$ cat config.mk
export PLATFORM = sky130hd
export DESIGN_NAME = if_pc_gen
export DESIGN_NICKNAME = d
export VERILOG_FILES = /design/src/rtl/if_pc_gen.sv
export SDC_FILE = /design/constraint.sdc
export NUM_CORES = 1
export LEC_CHECK = 0
export ABC_CLOCK_PERIOD_IN_PS = 2190
export BUFFER_PORTS_ARGS = -buffer_cell sky130_fd_sc_hd__buf_4
export CAP_MARGIN = 20
export CELL_PAD_IN_SITES_DETAIL_PLACEMENT = 1
export CELL_PAD_IN_SITES_GLOBAL_PLACEMENT = 1
export CORE_MARGIN = 4
export CORE_UTILIZATION = 43
export DETAILED_ROUTE_END_ITERATION = 7
export GPL_ROUTABILITY_DRIVEN = 1
export PLACE_DENSITY = 0.9
export SLEW_MARGIN = 30
export SYNTH_ARGS = -nofsm -noshare
export SYNTH_HDL_FRONTEND = slang
export SYNTH_SLANG_ARGS = --single-unit
$ cat constraint.sdc
create_clock -name clk -period 2.19 [get_ports clk]
set_input_delay 0.5475 -clock clk [delete_from_list [all_inputs] [get_ports clk]]
set_output_delay 0.5475 -clock clk [all_outputs]
set_load 0.01 [all_outputs]
$ cat src/rtl/if_pc_gen.sv
// Fetch-address generator: sequential PC stepping, jump/branch redirects, stall freeze,
// and buffering of a redirect that arrives while the pipeline is stalled.
module if_pc_gen #(
    parameter logic [31:0] RESET_PC = 32'h0000_0000,
    parameter logic [31:0] PC_STEP  = 32'd4
) (
    input  logic        clk,
    input  logic        rst_n,
    input  logic        fc_jump_flag_i,
    input  logic [31:0] fc_jump_pc_i,
    input  logic        fc_stall_flag_i,
    output logic [31:0] pc_o,
    output logic        pc_req_o,
    output logic        pc_redirect_o,
    output logic        pend_valid_o,
    output logic        jump_misalign_o
);

    typedef enum logic [1:0] {
        BOOT = 2'd0,
        RUN  = 2'd1,
        HOLD = 2'd2
    } state_t;

    state_t      r_state;
    state_t      w_state_nxt;
    logic [31:0] r_pc;
    logic [31:0] r_pend_pc;
    logic        r_req;
    logic        r_redirect;
    logic        r_pend_valid;
    logic        r_misalign;

    logic [31:0] w_pc_nxt;
    logic [31:0] w_pend_pc_nxt;
    logic        w_req_nxt;
    logic        w_redirect_nxt;
    logic        w_pend_valid_nxt;
    logic        w_misalign_nxt;
    logic [31:0] w_tgt_aligned;
    logic        w_tgt_misaligned;

    assign w_tgt_aligned    = {fc_jump_pc_i[31:2], 2'b00};
    assign w_tgt_misaligned = |fc_jump_pc_i[1:0];

    always_ff @(posedge clk or negedge rst_n) begin
        if (!rst_n) begin
            r_state      <= BOOT;
            r_pc         <= RESET_PC;
            r_pend_pc    <= 32'h0000_0000;
            r_req        <= 1'b0;
            r_redirect   <= 1'b0;
            r_pend_valid <= 1'b0;
            r_misalign   <= 1'b0;
        end else begin
            r_state      <= w_state_nxt;
            r_pc         <= w_pc_nxt;
            r_pend_pc    <= w_pend_pc_nxt;
            r_req        <= w_req_nxt;
            r_redirect   <= w_redirect_nxt;
            r_pend_valid <= w_pend_valid_nxt;
            r_misalign   <= w_misalign_nxt;
        end
    end

    always_comb begin
        w_state_nxt = r_state;
        case (r_state)
            BOOT: w_state_nxt = RUN;
            RUN:  if (fc_jump_flag_i && fc_stall_flag_i) w_state_nxt = HOLD;
            HOLD: if (!fc_stall_flag_i) w_state_nxt = RUN;
            default: w_state_nxt = BOOT;
        endcase
    end

    // A jump seen while stalled is parked in r_pend_pc; the newest one wins until release.
    always_comb begin
        w_pc_nxt         = r_pc;
        w_pend_pc_nxt    = r_pend_pc;
        w_req_nxt        = r_req;
        w_redirect_nxt   = r_redirect;
        w_pend_valid_nxt = r_pend_valid;
        w_misalign_nxt   = 1'b0;
        case (r_state)
            BOOT: w_req_nxt = 1'b1;
            RUN: begin
                if (fc_jump_flag_i && !fc_stall_flag_i) begin
                    w_pc_nxt       = w_tgt_aligned;
                    w_redirect_nxt = 1'b1;
                    w_misalign_nxt = w_tgt_misaligned;
                end else if (fc_jump_flag_i) begin
                    w_pend_pc_nxt    = w_tgt_aligned;
                    w_pend_valid_nxt = 1'b1;
                    w_misalign_nxt   = w_tgt_misaligned;
                end else if (!fc_stall_flag_i) begin
                    w_pc_nxt       = r_pc + PC_STEP;
                    w_redirect_nxt = 1'b0;
                end
            end
            HOLD: begin
                if (fc_stall_flag_i) begin
                    if (fc_jump_flag_i) begin
                        w_pend_pc_nxt  = w_tgt_aligned;
                        w_misalign_nxt = w_tgt_misaligned;
                    end
                end else begin
                    w_pc_nxt         = fc_jump_flag_i ? w_tgt_aligned : r_pend_pc;
                    w_misalign_nxt   = fc_jump_flag_i && w_tgt_misaligned;
                    w_pend_valid_nxt = 1'b0;
                    w_redirect_nxt   = 1'b1;
                end
            end
            default: ;
        endcase
    end

    assign pc_o            = r_pc;
    assign pc_req_o        = r_req;
    assign pc_redirect_o   = r_redirect;
    assign pend_valid_o    = r_pend_valid;
    assign jump_misalign_o = r_misalign;

endmodule

# Word level (Yosys, flattened, before mapping)
# Index checks and enable logic that the tools add are counted.
dict set report classes {
  n_addsub 1
  n_eq_ne 9
  mux 24
  reduce_logical 11
}
# cell n
set ops {}
lappend ops {{2-to-1 mux 32 bit} 7}
lappend ops {{case mux 32 bit (2 select lines)} 2}
lappend ops {{adder 32 x 3 -> 32 bit (second input constant)} 1}
lappend ops {{inequality test 2 bit (second input constant)} 5}
lappend ops {{2-to-1 mux 1 bit} 9}
lappend ops {{AND reduction 4 bit} 2}
lappend ops {{inequality test 3 bit (second input constant)} 2}
lappend ops {{case mux 1 bit (2 select lines)} 3}
lappend ops {{case mux 2 bit (3 select lines)} 1}
lappend ops {{2-to-1 mux 2 bit} 2}
lappend ops {{logical AND 1 bit} 3}
lappend ops {{AND reduction 3 bit} 1}
lappend ops {{equality test 2 x 1 -> 1 bit (second input constant)} 1}
lappend ops {{equality test 2 bit (second input constant)} 1}
lappend ops {{logical NOT 2 bit} 1}
lappend ops {{AND reduction 2 bit} 1}
lappend ops {{nonzero test 2 bit} 1}
lappend ops {{OR reduction 2 bit} 1}
lappend ops {{logical NOT 1 bit} 1}
dict set report word_totals {
  reg_bits 70
  output_inout_bits 36
  word_cells 52
}

# Logic depth before layout (Yosys ltp)
dict set report logic_depth {
  depth_word 5
  ltp_mapped 9
  depth_no_buf 7
}

# Worst setup path before layout
# Ideal clock, no wire load.
dict set report synth_path {
  path_kind {reg-to-reg}
  from {reg r_state[0]}
  to {reg r_pend_pc[10]}
  setup_time_ns 0.125
  arrival_ns 1.795
  required_ns 2.065
  slack_ns 0.270
  path_stages_with_launch 9
  period_less_slack_ns 1.920
  cell_sequence {dfrtp_1 -> inv_1 -> ha_1 -> buf_2 -> nor2_1 -> nor2_1 -> nor2_1 -> buf_2 -> mux2_2}
}
dict set report synth_via {
  elab_chain_len 3
  word_cells_on_any_way 7
}
# element line_no
set synth_lines {}
lappend synth_lines {{start, declared} 25} ;# state_t r_state;
lappend synth_lines {{start signal, assigned} 56} ;# r_state <= w_state_nxt;
lappend synth_lines {{equality test 2 x 1 -> 1 bit / equality test 2 bit (equally long branches)} 84} ;# case (r_state)
lappend synth_lines {{inequality test 2 bit (no line) / nonzero test 2 bit (equally long branches)} n/a}
lappend synth_lines {{AND reduction 3 bit (no line)} n/a}
lappend synth_lines {{end signal, assigned} 58} ;# r_pend_pc <= w_pend_pc_nxt;
lappend synth_lines {{end, declared} 28} ;# logic [31:0] r_pend_pc;
# Parallel ways exist; a longest one is shown, timed or not.
# A chain may end at the register's enable or synchronous reset.

# Worst setup path in the final report
dict set report layout_path {
  from {reg r_pc[2], in the netlist pc_o[2]}
  to {reg r_pc[14], in the netlist pc_o[14]}
}
dict set report layout_via {
  elab_chain_len 5
}
# element line_no
set layout_lines {}
lappend layout_lines {{start, declared} 27} ;# logic [31:0] r_pc;
lappend layout_lines {{start signal, assigned} 57} ;# r_pc <= w_pc_nxt;
lappend layout_lines {{adder 32 x 3 -> 32 bit} 96} ;# w_pc_nxt = r_pc + PC_STEP;
lappend layout_lines {{2-to-1 mux 32 bit} 95} ;# end else if (!fc_stall_flag_i) begin
lappend layout_lines {{2-to-1 mux 32 bit} 91} ;# end else if (fc_jump_flag_i) begin
lappend layout_lines {{2-to-1 mux 32 bit} 87} ;# if (fc_jump_flag_i && !fc_stall_flag_i) begin
lappend layout_lines {{case mux 32 bit (2 select lines)} 84}
# No other way between the ends. The select of a mux whose other input is x is not followed.

==> run metrics <==
Mapped Cells=417; EDFF count, synth=0; Remaining DRCs=0; initial antenna violation count=0; CTS clk-pin slew, worst paths=0.09 ns; Flop pwr share=38.5%; number of setup violations in the final report=0; Die H=106 µm; sw frac=41.0%; filler instances=1071; Avg Inst Size Synth=9.86 µm²; Slowest cell on crit path=dfrtp_1; 1st-iter DRT viols=228; worst stage delay on the critical path=0.49 ns; worst-path cell chain=ha_1 -> and3_1 -> and4_1 -> and3b_1 -> o21ai_0 -> o221ai_1; largest net degree at the start of global routing=41; Total Power=6.50 mW; VDD IR max=0.537 mV; global-route wire length before repair=21100 µm; CP Depth=6; total global routing track utilization=23.7%; # Max-Cap Violations=0; power density over cell area=1280 nW/µm²; Root Driver=clkbuf_8; Worst Max-Slew Pin Slew=0.523 ns; cell area after layout=5070 µm²; port bufs=71; Worst Path Arrival=2.26 ns; GR Overflow Total=0; area grow syn2layout=23.2%; Max Clock Skew=0.0129 ns; Mapped Nets=457; max-slew violations=0; share of cells above drive strength 1=32.9%; CTS tree=yes; ANT nets after route=0; First-pass DRT Iterations=5; synthesized area=4110 µm²; max_slew headroom=64.8%; Worst EP required=2.42 ns; Static Leak=2.18 nW; nets=533; worst skew pair latency=0.36 ns; post-synthesis cell type count=69; postcts setup bufs=0; NetSw=2.66 mW; Critical Path Start Type=flip-flop; vias per std cell=6.12; Die X-Extent=106 µm; HP Class=in -> async; WP buf/inv=0; vias=3837; post-synthesis sequential area ratio=42.6%; Crit Path Class=reg -> reg; Tmin final=2.03 ns; DRT Wirelength=13000 µm; WL/cell=20.7 µm; largest fanout on the critical path=8; CTS hold repair buffers=0; placed cell areas=4880 µm²; Initial Utilization=44.3%; FF-to-FF path depth=6; FP Rows=35; Total Neg Setup Slack=0 ns; Tcrit/Tclk final=92.7%; status=complete, no violations; Hold Vio Cnt, Final=0; clock power share=16.1%; CTS buffer count=9; crit end category=flip-flop; Die Area=11200 µm²; post_cts resized=0; number of global-route vias before repair=4081; Combinational Power Share=45.3%; diodes inserted=0; H-tree depth=3; io pins=72; Internal=3.83 mW; Ys Warns=0; top_reg_cell synth=dfrtp_1; clk buf depth=2; core box area=9280 µm²; RD Place Congestion=0.868; Crit path max-delay family=simple AND/OR/NAND/NOR gates; HPWL after DPL=9260 µm; Async SR Flop Fraction=100%; Synth Register Bits=70; highest clock rate=493 MHz; Clock Sinks=70; RSZ-0062 raised after global routing=false
[flip-flops by register name, indices dropped and copies added (netlist names)]
register	count
r_state	2
pc_redirect_o	1
jump_misalign_o	1
pend_valid_o	1
pc_req_o	1
r_pend_pc	32
pc_o	32
[routing by layer]
layer / global-route usage, % / vias up / wire length [µm]
met1: 29.0 / 1965 / 5390
met3: 5.39 / 31 / 624
li1: - / 1717 / -
met2: 40.5 / 124 / 6670
met4: 9.07 / 0 / 285
met5: 0 / - / 0
[cell families after synthesis]
kind of cell,share of synthesized area [%]
buf+inv,4.32
mux,13.8
compound gates,20.1
simple gates,17.4
flops,42.6
fa+ha+maj,1.22
xor+xnor,0.639
[worst register-to-register path, cell delays in order (launching register included)]
cell and delay, ns:
dfrtp_1 0.49, ha_1 0.27, and3_1 0.26, and4_1 0.38
and3b_1 0.21, o21ai_0 0.17, o221ai_1 0.13
[through the flow]
stage	setup WS, ns	hold slack (ns)	utilization, %	instances
6_report	0.160	0.135	54.6	627
3_5_place_dp	0.183	0.464	52.6	611
2_1_floorplan	0.270	0.252	-	417
5_1_grt	0.00959	0.170	54.6	627
4_1_cts	0.132	0.153	54.6	627
3_3_place_gp	0.261	0.456	52.6	611
[power groups by stage]
stage	Combinational (mW)	Sequential, mW	Clock, mW
floorplan	1.68	2.48	0
global placement	2.80	2.44	0
detailed placement	2.94	2.50	0
CTS	2.96	2.48	1.05
global route	3.21	2.59	1.11
finish	2.95	2.50	1.05
[cells in the final DEF (no fill, tap or decap), types with 5 or more instances in the layout]
master / count
buf_4: 91
dfrtp_1: 70
mux2_2: 36
nand2_1: 32
nor2_1: 31
a21oi_1: 30
o21ai_0: 21
mux2i_1: 16
nand3_1: 15
o22ai_1: 10
inv_1: 9
clkbuf_8: 9
nor3_1: 7
nand4_1: 7
o22a_1: 6
and3_1: 5
[synthesized netlist by cell type, types with 5 or more instances]
cell type  count  area share, %
a21oi_1       30            3.7
and3_1         5           0.76
buf_2         15            1.8
clkbuf_1      10           0.91
dfrtp_1       70             43
inv_1          9           0.82
mux2_2        36            9.9
mux2i_1       16            3.9
nand2_1       32            2.9
nand3_1       15            1.8
nand4_1        7            1.1
nor2_1        32            2.9
nor3_1         7           0.85
o21ai_0       21            2.6
o22a_1         6            1.3
o22ai_1       10            1.5
[final cells by class]
cell class / count / area [µm²] / area share (%)
clock buffers: 11 / 131 / 2.59
clock inverters: 5 / 50.0 / 0.988
flip-flops and latches: 70 / 1750 / 34.6
repair buffers: 94 / 743 / 14.7
multi-input cells: 307 / 2190 / 43.2
well taps: 129 / 161 / 3.19
inverters: 11 / 41.3 / 0.815
[final timing paths]
path,end,slack [ns],from
max,pc_o[14]$_DFFE_PN0P_,0.16,pc_o[2]$_DFFE_PN0P_
min,pc_o[19]$_DFFE_PN0P_,0.14,rst_n
max reg2reg,pc_o[14]$_DFFE_PN0P_,0.16,pc_o[2]$_DFFE_PN0P_
min reg2reg,pc_req_o$_DFFE_PN0P_,0.48,pc_req_o$_DFFE_PN0P_
max in group asynchronous,pc_o[12]$_DFFE_PN0P_,1.47,rst_n
min in group clk,r_pend_pc[19]$_DFFE_PN0P_,0.42,fc_jump_pc_i[19]
No activity file was read; power rests on OpenSTA's default activity.
